`src/rtl/toggle_event_decoder_pkg.sv`:
```
// Shared types and default constants for the toggle event decoder.
package toggle_event_decoder_pkg;

    typedef enum logic [0:0] {
        StPrime,
        StRun
    } state_e;

    localparam int unsigned DefSyncStages = 2;
    localparam int unsigned DefCntW       = 4;
    localparam int unsigned DefFiltCycles = 3;

endpackage

```
`src/rtl/toggle_sync.sv`:
```
// Multi-flop synchronizer for the asynchronous toggle input.
module toggle_sync
    import toggle_event_decoder_pkg::*;
#(
    parameter int unsigned SYNC_STAGES = DefSyncStages
) (
    input  logic clk,
    input  logic reset,
    input  logic d,
    output logic q
);

    logic [SYNC_STAGES-1:0] sync_q;

    always_ff @(posedge clk or negedge reset) begin
        if (!reset) begin
            sync_q <= '0;
        end else begin
            sync_q <= {sync_q[SYNC_STAGES-2:0], d};
        end
    end

    assign q = sync_q[SYNC_STAGES-1];

endmodule

```
`src/rtl/toggle_event_decoder.sv`:
```
// Decodes a T flip-flop level into event pulses with a pending-event counter.
// Optional glitch filter compiled in by defining TOGGLE_EVENT_DECODER_FILTER_EN.
module toggle_event_decoder
    import toggle_event_decoder_pkg::*;
#(
    parameter int unsigned SYNC_STAGES = DefSyncStages,
    parameter int unsigned CNT_W       = DefCntW,
    parameter int unsigned FILT_CYCLES = DefFiltCycles
) (
    input  logic             clk,
    input  logic             reset,
    input  logic             t_in,
    output logic             t_level,
    output logic             ev_pulse,
    output logic             ev_valid,
    input  logic             ev_ready,
    output logic [CNT_W-1:0] ev_pending,
    output logic             ev_overflow,
    input  logic             ovf_clr
);

    // Sized for the filtered build so both builds share one counter definition.
    localparam int unsigned PrimeW = $clog2(SYNC_STAGES + FILT_CYCLES + 2);

    logic raw_lvl;
    logic lvl;

    toggle_sync #(
        .SYNC_STAGES(SYNC_STAGES)
    ) u_sync (
        .clk  (clk),
        .reset(reset),
        .d    (t_in),
        .q    (raw_lvl)
    );

`ifdef TOGGLE_EVENT_DECODER_FILTER_EN
    localparam int unsigned FiltW       = $clog2(FILT_CYCLES + 1);
    // Priming also covers the filter delay so a static high level raises no event.
    localparam int unsigned PrimeCycles = SYNC_STAGES + 1 + FILT_CYCLES;

    logic             filt_q, filt_d;
    logic [FiltW-1:0] fcnt_q, fcnt_d;

    always_comb begin
        filt_d = filt_q;
        fcnt_d = '0;
        if (raw_lvl != filt_q) begin
            if (fcnt_q == FiltW'(FILT_CYCLES - 1)) begin
                filt_d = raw_lvl;
            end else begin
                fcnt_d = fcnt_q + FiltW'(1);
            end
        end
    end

    always_ff @(posedge clk or negedge reset) begin
        if (!reset) begin
            filt_q <= 1'b0;
            fcnt_q <= '0;
        end else begin
            filt_q <= filt_d;
            fcnt_q <= fcnt_d;
        end
    end

    assign lvl = filt_q;
`else
    localparam int unsigned PrimeCycles = SYNC_STAGES + 1;

    assign lvl = raw_lvl;
`endif

    state_e              state_q, state_d;
    logic [PrimeW-1:0]   prime_cnt_q, prime_cnt_d;
    logic                prev_q, prev_d;
    logic                edge_det;
    logic                pulse_q;
    logic [CNT_W-1:0]    pend_q, pend_d;
    logic                ovf_q, ovf_d;
    logic                take;
    logic                full;

    always_comb begin
        state_d     = state_q;
        prime_cnt_d = prime_cnt_q;
        prev_d      = prev_q;
        edge_det    = 1'b0;
        case (state_q)
            StPrime: begin
                prev_d      = lvl;
                prime_cnt_d = prime_cnt_q + PrimeW'(1);
                if (prime_cnt_q == PrimeW'(PrimeCycles - 1)) begin
                    state_d     = StRun;
                    prime_cnt_d = '0;
                end
            end
            StRun: begin
                if (lvl != prev_q) begin
                    edge_det = 1'b1;
                    prev_d   = lvl;
                end
            end
            default: state_d = StPrime;
        endcase
    end

    assign take = ev_valid && ev_ready;
    assign full = (pend_q == '1);

    always_comb begin
        pend_d = pend_q;
        ovf_d  = ovf_q;
        if (ovf_clr) begin
            ovf_d = 1'b0;
        end
        // Simultaneous increment and take cancel out.
        if (edge_det && !take) begin
            if (full) begin
                ovf_d = 1'b1;
            end else begin
                pend_d = pend_q + CNT_W'(1);
            end
        end else if (take && !edge_det) begin
            pend_d = pend_q - CNT_W'(1);
        end
    end

    always_ff @(posedge clk or negedge reset) begin
        if (!reset) begin
            state_q     <= StPrime;
            prime_cnt_q <= '0;
            prev_q      <= 1'b0;
            pulse_q     <= 1'b0;
            pend_q      <= '0;
            ovf_q       <= 1'b0;
        end else begin
            state_q     <= state_d;
            prime_cnt_q <= prime_cnt_d;
            prev_q      <= prev_d;
            pulse_q     <= edge_det;
            pend_q      <= pend_d;
            ovf_q       <= ovf_d;
        end
    end

    assign t_level     = lvl;
    assign ev_pulse    = pulse_q;
    assign ev_pending  = pend_q;
    assign ev_valid    = (pend_q != '0);
    assign ev_overflow = ovf_q;

endmodule
```
`config.mk`:
```
export PLATFORM = sky130hd
export DESIGN_NAME = toggle_event_decoder
export DESIGN_NICKNAME = d
export VERILOG_FILES = /design/src/rtl/toggle_event_decoder_pkg.sv /design/src/rtl/toggle_sync.sv /design/src/rtl/toggle_event_decoder.sv
export SDC_FILE = /design/constraint.sdc
export NUM_CORES = 1
export LEC_CHECK = 0
export ABC_AREA = 1
export CAP_MARGIN = 20
export CORE_UTILIZATION = 47
export CTS_BUF_LIST = sky130_fd_sc_hd__clkbuf_4 sky130_fd_sc_hd__clkbuf_8
export DETAILED_ROUTE_END_ITERATION = 16
export PLACE_DENSITY = 0.76
export SYNTH_ARGS = -nofsm -noshare
export SYNTH_HDL_FRONTEND = slang
export SYNTH_SLANG_ARGS = --single-unit
export TNS_END_PERCENT = 50
```
`constraint.sdc`:
```
create_clock -name clk -period 1.7 [get_ports clk]
set_clock_uncertainty 0.15 [all_clocks]
set_input_delay 0.34 -clock clk [delete_from_list [all_inputs] [get_ports clk]]
set_output_delay 0.34 -clock clk [all_outputs]
set_load 0.005 [all_outputs]
```
==> flow_summary.yaml, run 1 <==
pwr:
  p_int_mw: 0.935
  total_power_mw: 1.53
  comb_power_share_pct: 57.9
  peakVddDrop_mv: 0.981
  swShare_pct: 38.8
  p_per_area_nw_per_um2: 1520
  p_clk_share_pct: 13.6
  leakage_nw: 0.514
  power_switching_mw: 0.593
  seqPwrFrac_pct: 28.5
cts:
  clk_pin_slew_ns: 0.09
  cts_buffers: 3
  clk_latency_ns: 0.29
  cts_root_buf: "clkbuf_4"
  clock_sinks: 13
  htree_levels: 1
  cts_buffer_depth: 2
  ctsHoldBuffers: 0
  cts_tree: "done"
place:
  place_inst: 113
  place_area_um2: 925
  hpwl_um: 996
  pre_cts_ws_ns: -0.305
  port_buffers: 12
  place_congestion: 0.799
final_layout:
  final_cells: 122
  syn2layout_area_growth_pct: 51.2
  fill_cells: 86
  diodes: 0
  stdcell_area_um2: 1010
  drive_gt1_share_pct: 39.3
  nets: 115
  multi_input_area_um2: 323
  seqCellArea_um2: 328
floorplan:
  die-area_um2: 1570
  die_w_um: 39.7
  coreArea_um2: 1320
  num_io_pins: 13
  die_h_um: 39.7
  rows: 13
  initial_core_util_pct: 50.6
synthesis:
  netlist_instances: 74
  synthesis.nets: 81
  synth.avg_cell_area_um2: 9.01
  netlist_area_um2: 667
  synth.distinct_cells: 22
  ys_ff_latch: 13
  yosysSeqAreaShare_pct: 48.8
  yosys_warnings: 0
timing:
  relSlewSlack_pct: 87.2
  period_needed_ns: 1.83
  holdWs_ns: 0.192
  setup_violations: 2
  final.setup.worst_slack_ns: -0.127
  timing.final.crit_share_pct: 107
  hold_violations: 0
  slew_violations: 0
  tightest_slew_ns: 0.191
  fmax_mhz: 547
  rsz0062_at_grt: "yes"
critical_path:
  cp-start-kind: "flip-flop"
  cpMaxStageDelayCell: "dfrtp_2"
  max_stage_delay_ns: 0.43
  path_class: "flip-flop to flip-flop"
  critical_path_required_ns: 1.74
  crit_chain: "nor2_4 -> nand2_4 -> nand2_4 -> nand2_4 -> ha_4 -> nand2_2 -> nand3b_1 -> nand2_1 -> nand2_1 -> nand3_1 -> nand2_1"
  worstSetupEndpointType: "flip-flop"
  worstPathMaxFanout: 5
  cp.arrival_ns: 1.87
global_routing:
  grt_use_total_pct: 23.3
  grt_max_degree: 14
  grt_first_pass_wirelength_um: 2250
  antenna_found_initial: 0
  grt_pass1_vias: 519
  overflow: 0
drt:
  route.met2.wl_um: 734
  met3_length_um: 76
  vias_per_cell: 4.84
  routed.top_layer: "met4"
  vias: 590
  drt-total-wl_um: 1520
  ant_nets: 0
  remaining_drc_errors: 0
  drt_iter0_drc: 26
  wl_met1_um: 677
  firstDrtPassIters: 4
  wl_per_cell_um: 12.4
status:
  status: "finished with violations"
  failed_checks: "negative setup slack"
worst_hold_path:
  hold_class: "input port to async pin"
flow_run:
  drv.max_cap_violation_count: 0
## cells in the final DEF (no fill, tap or decap), drive strengths merged
| cell type | n |
|---|---|
| nand2 | 21 |
| buf | 18 |
| dfrtp | 13 |
| inv | 13 |
| clkdlybuf4s50 | 6 |
| nor2 | 6 |
| dlygate4sd2 | 5 |
| nand3 | 4 |
| o21ai | 4 |
| xor2 | 3 |
| clkbuf | 3 |
| a21oi | 2 |
| ha | 2 |
| nand4 | 1 |
| o22ai | 1 |
| a31o | 1 |
| or2 | 1 |
| nand3b | 1 |
| clkinv | 1 |
| dlymetal6s2s | 1 |
## power groups by stage
stage | sequential [mW] | combinational, mW | clock (mW)
3_5_place_dp | 0.435 | 0.771 | 0
6_report | 0.436 | 0.884 | 0.208
5_1_grt | 0.440 | 0.979 | 0.224
4_1_cts | 0.435 | 0.827 | 0.213
3_3_place_gp | 0.428 | 0.763 | 0
2_1_floorplan | 0.481 | 0.379 | 0
## sequential cells by signal, indices dropped and copies added, names as in the netlist
register / count
ev_pulse: 1
state_q: 1
prev_q: 1
prime_cnt_q: 3
ev_overflow: 1
u_sync.sync_q: 2
ev_pending: 4
## worst paths after layout
kind / from / to / slack [ns] / cells after the start
max in group asynchronous: reset / ev_pending[2] / 1.04 / 2
max: ev_pending[2] / ev_pending[3] / -0.13 / 11
min in group clk: u_sync.sync_q[0] / u_sync.sync_q[1] / 0.22 / 0
max reg2reg: ev_pending[2] / ev_pending[3] / -0.13 / 11
min: reset / ev_overflow / 0.19 / 2
min reg2reg: u_sync.sync_q[0] / u_sync.sync_q[1] / 0.22 / 0
## Yosys cell counts, drive strengths merged
library cell / count / share of area (%)
inv: 13 / 7.3
or2: 1 / 1.3
nand3: 4 / 3.0
nand4: 1 / 0.94
a21oi: 2 / 1.5
o22ai: 1 / 0.94
ha: 2 / 3.8
a31o: 1 / 1.3
nand2: 21 / 17
nand3b: 1 / 1.1
xor2: 3 / 3.9
dfrtp: 13 / 49
clkbuf: 1 / 0.56
o21ai: 4 / 3.6
nor2: 6 / 5.3
## per-layer routing
metal	vias up	track usage [%]
met5	-	0
met4	0	12.9
met3	5	5.11
met2	19	34.0
met1	269	31.6
li1	297	-
## timing repair
item,in CTS,in global routing
endpoints found under the setup margin,8,4
hold endpoints to repair,0,0
pin swaps,1,9
cloned,0,0
setup buffers,3,2
gates resized for setup,8,5
## cells by family (layout without fill, tap and decap cells)
group                      after synthesis  in the layout  share of synthesized area, %
and+or+nand+nor                         34             34                          28.3
adders and majority gates                2              2                          3.75
xor gates and xnor gates                 3              3                          3.94
buffers and inverters                   14             47                          7.88
AOI/OAI and AO/OA                        8              8                          7.32
DFF                                     13             13                          48.8
## worst max-delay path, delay by kind of cell, from the launching register on
kind	cells	cell delay [ns]
adders and majority gates	1	0.28
DFF	1	0.43
and+or+nand+nor	10	0.85
## layout make-up
class	instances	share of cell area [%]
clock buffer	3	2.23
clock inverter	1	0.496
inverter	13	4.84
multi-input combinational	47	32.0
sequential	13	32.5
tap	15	1.86
timing repair buffer	30	26.1
## stage by stage
step	TNS, ns	utilization, %
floorplan	-0.0330	-
global placement	-0.658	70.2
detailed placement	-0.745	70.2
CTS	-0.336	74.4
global route	-0.402	76.5
finish	-0.179	76.5
Note: power is estimated with default switching activity, not from simulation.
==> run 2: changes to the inputs <==
==> constraint.sdc (replaced) <==
create_clock -name clk -period 1.55 [get_ports clk]
set_clock_uncertainty 0.15 [all_clocks]
set_input_delay 0.31 -clock clk [delete_from_list [all_inputs] [get_ports clk]]
set_output_delay 0.31 -clock clk [all_outputs]
set_load 0.005 [all_outputs]
==> run 2 against run 1 <==
  * The run still ends with negative setup slack left
  * Register-to-register slack lost 0.07 ns
  * Non-clock buffer count shrank 3
  * Sequential power grew 11%
  * First-iteration DRC count shrank 58%
  * Sequential cell count is the same
  * Critical endpoint unchanged
  * Critical path depth is the same
  * Clock-buffer cell count is the same
  * Global-route usage grew 0.94 points
  * Clock power grew 3%
==> flow_summary.yaml, run 2 (synthesis results as in run 1) <==
timing:
  setup_violations: 4
  period_needed_ns: 1.75
  rsz0062_at_grt: "yes"
  relSlewSlack_pct: 86.7
  hold_violations: 0
  timing.final.crit_share_pct: 113
  slew_violations: 0
  tns_ns: -0.588
  tightest_slew_ns: 0.199
  final.setup.worst_slack_ns: -0.201
  fmax_mhz: 571
final_layout:
  final_cells: 119
  fill_cells: 90
  multi_input_area_um2: 325
  stdcell_area_um2: 988
  drive_gt1_share_pct: 38.5
  largest_reg_flops: 4
  fin_util_pct: 75.0
  diodes: 0
  final_cell_mix: "14 x nand2_1, 11 x dfrtp_1, 11 x buf_4"
  nets: 112
  final_common_cell: "nand2_1"
  seqCellArea_um2: 328
  syn2layout_area_growth_pct: 48.2
critical_path:
  cp-start-kind: "flip-flop"
  crit_buf_inv: 0
  path_delay_family: "simple AND/OR/NAND/NOR gates"
  rr_endpoint: "ev_pending[3]"
  worstSetupEndpointType: "flip-flop"
  cpMaxStageDelayCell: "dfrtp_1"
  path_common_cell: "nand2_1"
  timing.rr.start: "ev_pending[3]"
  critical_path_required_ns: 1.57
  path_class: "flip-flop to flip-flop"
  worstPathMaxFanout: 3
  cp.arrival_ns: 1.77
  crit_start: "ev_pending[3]"
  rrSetupSlack_ns: -0.20
  crit_cells: 11
  r2r_cells: 11
  crit_chain: "nor2_4 -> nand2_4 -> nand2_4 -> nand2_4 -> ha_4 -> nand2_1 -> nand3b_1 -> nand2_1 -> nand2_1 -> nand3_1 -> nand2_1"
  max_stage_delay_ns: 0.43
place:
  pre_cts_ws_ns: -0.440
  port_buffers: 12
  hpwl_um: 1100
  place_area_um2: 917
  place_congestion: 0.796
  place_inst: 112
floorplan:
  die_w_um: 39.7
  coreArea_um2: 1320
  initial_core_util_pct: 50.6
  die_h_um: 39.7
  num_io_pins: 13
  die-area_um2: 1570
  rows: 13
cts:
  htree_levels: 1
  cts_tree: "done"
  cts_root_buf: "clkbuf_4"
  clock_sinks: 13
  ctsHoldBuffers: 0
  clk_pin_slew_ns: 0.09
  cts_buffer_depth: 2
  clk_latency_ns: 0.27
  cts_buffers: 3
drt:
  met3_length_um: 78
  drt_iter0_drc: 11
  vias: 587
  routed.top_layer: "met4"
  wl_per_cell_um: 12.9
  drt-total-wl_um: 1530
  vias_per_cell: 4.93
  firstDrtPassIters: 5
  remaining_drc_errors: 0
  route.met2.wl_um: 789
  ant_nets: 0
  wl_met1_um: 626
status:
  status: "finished with violations"
  failed_checks: "negative setup slack"
global_routing:
  antenna_found_initial: 0
  grt_pass1_vias: 613
  grt_first_pass_wirelength_um: 2490
  overflow: 0
  grt_max_degree: 14
  grt_use_total_pct: 24.3
pwr:
  p_per_area_nw_per_um2: 1640
  comb_power_share_pct: 57.2
  p_int_mw: 0.992
  swShare_pct: 39.0
  seqPwrFrac_pct: 29.6
  peakVddDrop_mv: 0.954
  power_switching_mw: 0.634
  p_clk_share_pct: 13.1
  leakage_nw: 0.493
worst_hold_path:
  hold_class: "input port to async pin"
flow_run:
  drv.max_cap_violation_count: 0
[run 2: area by class of cell]
type | count | share of cell area, %
clock buffer | 3 | 2.28
inverter | 13 | 4.94
timing repair buffer | 27 | 24.3
tap | 15 | 1.90
sequential | 13 | 33.2
multi-input combinational | 47 | 32.9
clock inverter | 1 | 0.506
[run 2: layer usage]
layer	vias to the layer above	track usage [%]
li1	287	-
met3	6	4.55
met2	27	40.2
met1	267	28.5
met4	0	14.7
met5	-	0
[run 2: worst reg2reg max path, cell delays in order, from the launching register on]
cell and delay, ns:
dfrtp_1 0.43, nor2_4 0.14, nand2_4 0.07, nand2_4 0.09, nand2_4 0.07, ha_4 0.28, nand2_1 0.04, nand3b_1 0.17
nand2_1 0.07, nand2_1 0.05, nand3_1 0.06, nand2_1 0.05
[run 2: repair_timing]
item / 4_1_cts / 5_1_grt
pin swaps: 7 / 4
endpoints found under the setup margin: 12 / 7
resized for setup: 20 / 4
buffers inserted: 3 / 0
[run 2: metrics by stage]
step | power, mW | hold WS, ns
final | 1.63 | 0.184
after global routing | 1.75 | 0.209
after CTS | 1.60 | 0.193
after detailed placement | 1.33 | 0.193
after global placement | 1.30 | 0.184
after floorplan | 0.943 | -0.136
[run 2: worst max path at each step]
stage | to
after floorplan | ev_pending[3]
after global placement | ev_pending[2]
after detailed placement | ev_pending[2]
after CTS | ev_pending[3]
after global routing | ev_pending[3]
final | ev_pending[3]
[run 2: power by group through the flow]
stage / Combinational (mW) / Clock, mW / Sequential (mW)
floorplan: 0.416 / 0 / 0.527
global placement: 0.830 / 0 / 0.472
CTS: 0.906 / 0.215 / 0.481
finish: 0.930 / 0.214 / 0.482
detailed placement: 0.853 / 0 / 0.478
global route: 1.03 / 0.231 / 0.487
